==> src/rtl/bk_pkg.sv <==
// Shared types and prefix operators for the pipelined Brent-Kung adder.
// A gray cell yields only a group generate; its propagate is forced to 0.
package bk_pkg;

    typedef struct packed {
        logic g;
        logic p;
    } pg_t;

    function automatic int unsigned LEVELS(input int unsigned width);
        return $clog2(width);
    endfunction

    function automatic pg_t bk_black(input pg_t hi, input pg_t lo);
        pg_t r;
        r.g = hi.g | (hi.p & lo.g);
        r.p = hi.p & lo.p;
        return r;
    endfunction

    function automatic pg_t bk_gray(input pg_t hi, input pg_t lo);
        pg_t r;
        r   = bk_black(hi, lo);
        r.p = 1'b0;
        return r;
    endfunction

endpackage

==> src/rtl/bk_cell.sv <==
// One prefix-tree node: (g,p) o (g0,p0), black or gray by parameter.
module bk_cell
    import bk_pkg::*;
#(
    parameter bit GRAY = 1'b0
) (
    input  pg_t i_hi,
    input  pg_t i_lo,
    output pg_t o_pg
);

    assign o_pg = GRAY ? bk_gray(i_hi, i_lo) : bk_black(i_hi, i_lo);

endmodule

==> src/rtl/pipelined_bk_adder.sv <==
// Three-stage Brent-Kung adder/subtractor with valid/ready flow control.
// S1: generate/propagate, S2: prefix up-sweep, S3: down-sweep, sum and flags.
module pipelined_bk_adder
    import bk_pkg::*;
#(
    parameter int unsigned WIDTH  = 32,
    parameter bit          SUB_EN = 1'b1
) (
    input  logic             clk,
    input  logic             rst,
    input  logic             in_valid,
    output logic             in_ready,
    input  logic [WIDTH-1:0] a,
    input  logic [WIDTH-1:0] b,
    input  logic             cin,
    input  logic             sub,
    output logic             out_valid,
    input  logic             out_ready,
    output logic [WIDTH-1:0] sum,
    output logic             cout,
    output logic             ovf,
    output logic             zero
);

    localparam int L = int'(LEVELS(WIDTH));

    logic             w_adv;
    logic             w_sub;
    logic             w_cin_eff;
    logic [WIDTH-1:0] w_b;
    pg_t  [WIDTH-1:0] w_pg_in;
    pg_t  [WIDTH-1:0] w_up0;
    pg_t  [WIDTH-1:0] w_up_out;
    pg_t  [WIDTH-1:0] w_pre;
    logic [WIDTH-1:0] w_p1;
    logic [WIDTH-1:0] w_g_pre;
    logic [WIDTH-1:0] w_unused_pre_p;
    logic [WIDTH-1:0] w_c;
    logic [WIDTH-1:0] w_sum;

    logic             r1_v, r2_v, r3_v;
    logic             r1_cin, r2_cin;
    pg_t  [WIDTH-1:0] r1_pg;
    pg_t  [WIDTH-1:0] r2_pg;
    logic [WIDTH-1:0] r2_p;
    logic [WIDTH-1:0] r3_sum;
    logic             r3_cout, r3_ovf, r3_zero;

    assign w_adv     = !r3_v || out_ready;
    assign in_ready  = w_adv;
    assign w_sub     = SUB_EN && sub;
    assign w_b       = w_sub ? ~b : b;
    assign w_cin_eff = w_sub ? 1'b1 : cin;

    for (genvar i = 0; i < WIDTH; i++) begin : g_bit
        assign w_pg_in[i].g      = a[i] & w_b[i];
        assign w_pg_in[i].p      = a[i] ^ w_b[i];
        assign w_p1[i]           = r1_pg[i].p;
        assign w_g_pre[i]        = w_pre[i].g;
        assign w_unused_pre_p[i] = w_pre[i].p;
        if (i > 0) begin : g_fwd
            assign w_up0[i] = r1_pg[i];
        end
    end

    // Carry-in folded into bit 0, so every prefix below already includes it.
    bk_cell #(.GRAY(1'b1)) u_cin_cell (
        .i_hi (r1_pg[0]),
        .i_lo ({r1_cin, 1'b0}),
        .o_pg (w_up0[0])
    );

    for (genvar l = 0; l < L; l++) begin : g_up
        pg_t [WIDTH-1:0] w_in, w_out;
        if (l == 0) begin : g_src
            assign w_in = w_up0;
        end else begin : g_src
            assign w_in = g_up[l-1].w_out;
        end
        for (genvar i = 0; i < WIDTH; i++) begin : g_node
            if (((i + 1) % (2 ** (l + 1))) == 0) begin : g_cell
                bk_cell #(.GRAY((i + 1) == (2 ** (l + 1)))) u_cell (
                    .i_hi (w_in[i]),
                    .i_lo (w_in[i - (2 ** l)]),
                    .o_pg (w_out[i])
                );
            end else begin : g_pass
                assign w_out[i] = w_in[i];
            end
        end
    end
    assign w_up_out = g_up[L-1].w_out;

    // Down-sweep: every lower operand is already a full prefix, hence gray.
    for (genvar k = 0; k < L - 1; k++) begin : g_dn
        localparam int D = 2 ** (L - 2 - k);
        pg_t [WIDTH-1:0] w_in, w_out;
        if (k == 0) begin : g_src
            assign w_in = r2_pg;
        end else begin : g_src
            assign w_in = g_dn[k-1].w_out;
        end
        for (genvar i = 0; i < WIDTH; i++) begin : g_node
            if ((i + 1) > D && ((i + 1) % (2 * D)) == D) begin : g_cell
                bk_cell #(.GRAY(1'b1)) u_cell (
                    .i_hi (w_in[i]),
                    .i_lo (w_in[i - D]),
                    .o_pg (w_out[i])
                );
            end else begin : g_pass
                assign w_out[i] = w_in[i];
            end
        end
    end
    assign w_pre = g_dn[L-2].w_out;

    assign w_c   = {w_g_pre[WIDTH-2:0], r2_cin};
    assign w_sum = r2_p ^ w_c;

    always_ff @(posedge clk or posedge rst) begin
        if (rst) begin
            r1_v    <= 1'b0;
            r2_v    <= 1'b0;
            r3_v    <= 1'b0;
            r1_cin  <= 1'b0;
            r2_cin  <= 1'b0;
            r1_pg   <= '0;
            r2_pg   <= '0;
            r2_p    <= '0;
            r3_sum  <= '0;
            r3_cout <= 1'b0;
            r3_ovf  <= 1'b0;
            r3_zero <= 1'b0;
        end else if (w_adv) begin
            r1_v    <= in_valid;
            r1_pg   <= w_pg_in;
            r1_cin  <= w_cin_eff;
            r2_v    <= r1_v;
            r2_pg   <= w_up_out;
            r2_p    <= w_p1;
            r2_cin  <= r1_cin;
            r3_v    <= r2_v;
            r3_sum  <= w_sum;
            r3_cout <= w_g_pre[WIDTH-1];
            r3_ovf  <= w_c[WIDTH-1] ^ w_g_pre[WIDTH-1];
            r3_zero <= ~|w_sum;
        end
    end

    assign out_valid = r3_v;
    assign sum       = r3_sum;
    assign cout      = r3_cout;
    assign ovf       = r3_ovf;
    assign zero      = r3_zero;

endmodule

==> config.mk <==
export PLATFORM = sky130hd
export DESIGN_NAME = pipelined_bk_adder
export DESIGN_NICKNAME = d
export VERILOG_FILES = /design/src/rtl/bk_pkg.sv /design/src/rtl/bk_cell.sv /design/src/rtl/pipelined_bk_adder.sv
export SDC_FILE = /design/constraint.sdc
export NUM_CORES = 1
export LEC_CHECK = 0
export ABC_AREA = 1
export CAP_MARGIN = 40
export CORE_MARGIN = 2
export CORE_UTILIZATION = 40
export CTS_CLUSTER_SIZE = 25
export DETAILED_ROUTE_END_ITERATION = 12
export SLEW_MARGIN = 20
export SYNTH_ARGS = -nofsm -noshare
export SYNTH_HDL_FRONTEND = slang
export SYNTH_HIERARCHICAL = 1
export SYNTH_SLANG_ARGS = --single-unit
export TNS_END_PERCENT = 20
==> constraint.sdc <==
create_clock -name clk -period 6.42 [get_ports clk]
set_input_delay 0.963 -clock clk [delete_from_list [all_inputs] [get_ports clk]]
set_output_delay 0.963 -clock clk [all_outputs]
set_load 0.03 [all_outputs]
==> impl_metrics.csv <==
group,metric,value,unit
run_status,outcome,"complete, no violations",
final_layout,final_area,0.0107,mm2
critical_path,path_max_fanout,95,
cts,cts_setup_buffers,0,
cts,clk_path_buf_depth,2,
detailed_routing,ant_nets,0,
place,hpwl,11900,um
logic_synthesis,syn-num-nets,1230,
floorplanning,die-height,152,um
critical_path,crit_path_cell_trace,"clkdlybuf4s50_1 -> inv_2 -> nand2_8 -> clkdlybuf4s50_1",
global_route,grt_max_degree,97,
power_and_ir_drop,powerDensity,420,mW/mm2
cts,clock-sinks,179,
global_route,grt_pass1_vias,6425,
timing,setup_viol,0,
detailed_routing,dr.pass1.iters,5,
detailed_routing,totalWireLength,17400,um
worst_hold_path,min_path_type,"reg2reg",
critical_path,reg2regPathDepth,4,
critical_path,slowest_delay,0.77,ns
final_layout,final_nets,1320,
place,place_congestion,0.730,
cts,root_buffer,"clkbuf_16",
timing,slew_headroom,50.3,%
global_route,grt_overflow,0,
final_layout,drive_gt1_share,3.57,%
worst_hold_path,hold_start,"g_up[0].w_in[7]$_DFFE_PP0P_",
floorplanning,dieArea,0.0231,mm2
timing,fin_crit_sh,57.0,%
floorplanning,rows,54,
cts,cts_tree,"yes",
timing,max_freq,273,MHz
worst_hold_path,worstHoldEndpoint,"g_up[0].w_in[7]$_DFFE_PP0P_",
critical_path,setup.worst_path.end_class,"output pin",
timing,finalClockSkew,0.0104,ns
global_route,grt_pass1_wl,29800,um
floorplanning,fp.dieW,152,um
detailed_routing,via_per_inst,4.43,
critical_path,crit_type,"in2out",
logic_synthesis,yosysWarnings,6,
detailed_routing,drc,0,
run,maxCapViolCount,0,
timing,tns,0,ns
logic_synthesis,synth_cells,1128,
final_layout,area_delta_synth_final,22.1,%
critical_path,timing.rr.end,"sum[26]$_DFFE_PP0P_",
floorplanning,pin_count,107,
logic_synthesis,synth_area,0.00876,mm2
critical_path,cp_slowest_cell,"clkdlybuf4s50_1",
detailed_routing,routedWlPerCell,11.5,um
timing,tightest_slew,0.745,ns
floorplanning,core,0.0217,mm2
timing,slew_violations,0,
cts,clock_latency,0.42,ns
cts,clk_pin_slew,0.06,ns
final_layout,antenna_cells,0,
cts,htreeDepth,4,
final_layout,fill_cells,2140,
cts,post_cts_resize_count,0,
global_route,track_usage,15.6,%
detailed_routing,drtIter0Drc,357,
global_route,antenna_found_initial,0,
critical_path,required,5.46,ns
power_and_ir_drop,leakage,5.85,nW
place,port_buffers,106,
critical_path,cp-start-kind,"input pin",
power_and_ir_drop,peakVddDrop,0.156,mV
critical_path,cpMostUsedCell,"clkdlybuf4s50_1",
critical_path,cp.arrival,2.70,ns
cts,cts_hold_buffers,0,
timing,fin_crit,3.66,ns
logic_synthesis,syn_area_per_cell,7.77,um2
place,placedInstanceArea,0.0100,mm2
timing,finalHoldViolations,0,
worst_hold_path,whs_path_depth,2,
cts,cts_buffers,17,
critical_path,r2r-start,"out_valid$_DFFE_PP0P_",
floorplanning,floorplan.initialDensity,40.4,%
critical_path,ff2ff_setup_slack,4.17,ns
timing,rsz0062_at_grt,"false",
detailed_routing,dr_total_vias,6693,
-- per-stage QoR --
step	worst slack (ns)	util [%]	hold slack, ns	instances	power (mW)
2_1_floorplan	0.598	-	0.420	1128	2.88
3_3_place_gp	2.75	45.9	0.453	1475	3.39
3_5_place_dp	2.76	46.2	0.458	1477	3.42
4_1_cts	2.76	49.1	0.474	1509	4.55
5_1_grt	2.68	49.3	0.486	1511	4.85
6_report	2.76	49.3	0.468	1511	4.49
-- cell type report --
type | count | area (um2) | share of cell area, %
well taps | 280 | 350 | 3.27
inverters | 135 | 514 | 4.81
flip-flops and latches | 179 | 4480 | 41.9
clock buffers | 20 | 457 | 4.27
clock inverters | 12 | 178 | 1.66
repair buffers | 114 | 1200 | 11.2
multi-input cells | 771 | 3520 | 32.9
-- critical path: cells and delay by family --
family	cells	cell delay (ns)
buffers and inverters	3	1.30
AND/OR/NAND/NOR	1	0.41
-- placed cells by master (no fill, tap or decap), types with 2 or more instances in the layout --
cell type        count
buf_12               2
buf_16               3
buf_4                3
bufinv_16            4
clkbuf_16           17
clkbuf_8             2
clkdlybuf4s50_1    105
clkinv_2             3
clkinv_4             2
dfrtp_1            179
ha_1                32
inv_1              132
inv_6                3
nand2_1            606
nand3_1              2
nor2_1              15
o21ai_0             61
o21ai_1              5
xor2_1              47
-- how the worst max path moves through the flow --
stage / start / endpoint / cells after the start
6_report: out_ready / in_ready / 4
5_1_grt: out_ready / in_ready / 4
4_1_cts: out_ready / in_ready / 4
3_5_place_dp: out_ready / in_ready / 4
3_3_place_gp: out_ready / in_ready / 4
2_1_floorplan: rst / cout$_DFFE_PP0P_ / 1
-- flip-flops by register name, indices dropped and copies added, names as in the netlist --
signal	flops
r1_pg	2
g_up.w_in	62
out_valid	1
sum	32
r1_cin	1
g_dn.w_in	43
cout	1
zero	1
r2_p	32
r1_v	1
ovf	1
r2_cin	1
r2_v	1
-- report_power, final --
| part | total (mW) | internal (mW) | leakage [nW] | switching, mW |
|---|---|---|---|---|
| sequential | 1.78 | 1.52 | 2.23 | 0.260 |
| clock | 1.10 | 0.674 | 0.311 | 0.428 |
| combinational | 1.61 | 0.602 | 3.31 | 1.01 |
| total | 4.49 | 2.79 | 5.85 | 1.70 |
-- per-layer routing --
layer	GRT usage [%]	wire length, um	vias to the layer above
li1	-	-	3530
met1	21.0	8500	3044
met2	25.6	8140	107
met3	3.22	611	12
met4	4.81	155	0
met5	0	0	-
(Power assumes the default switching activity.)
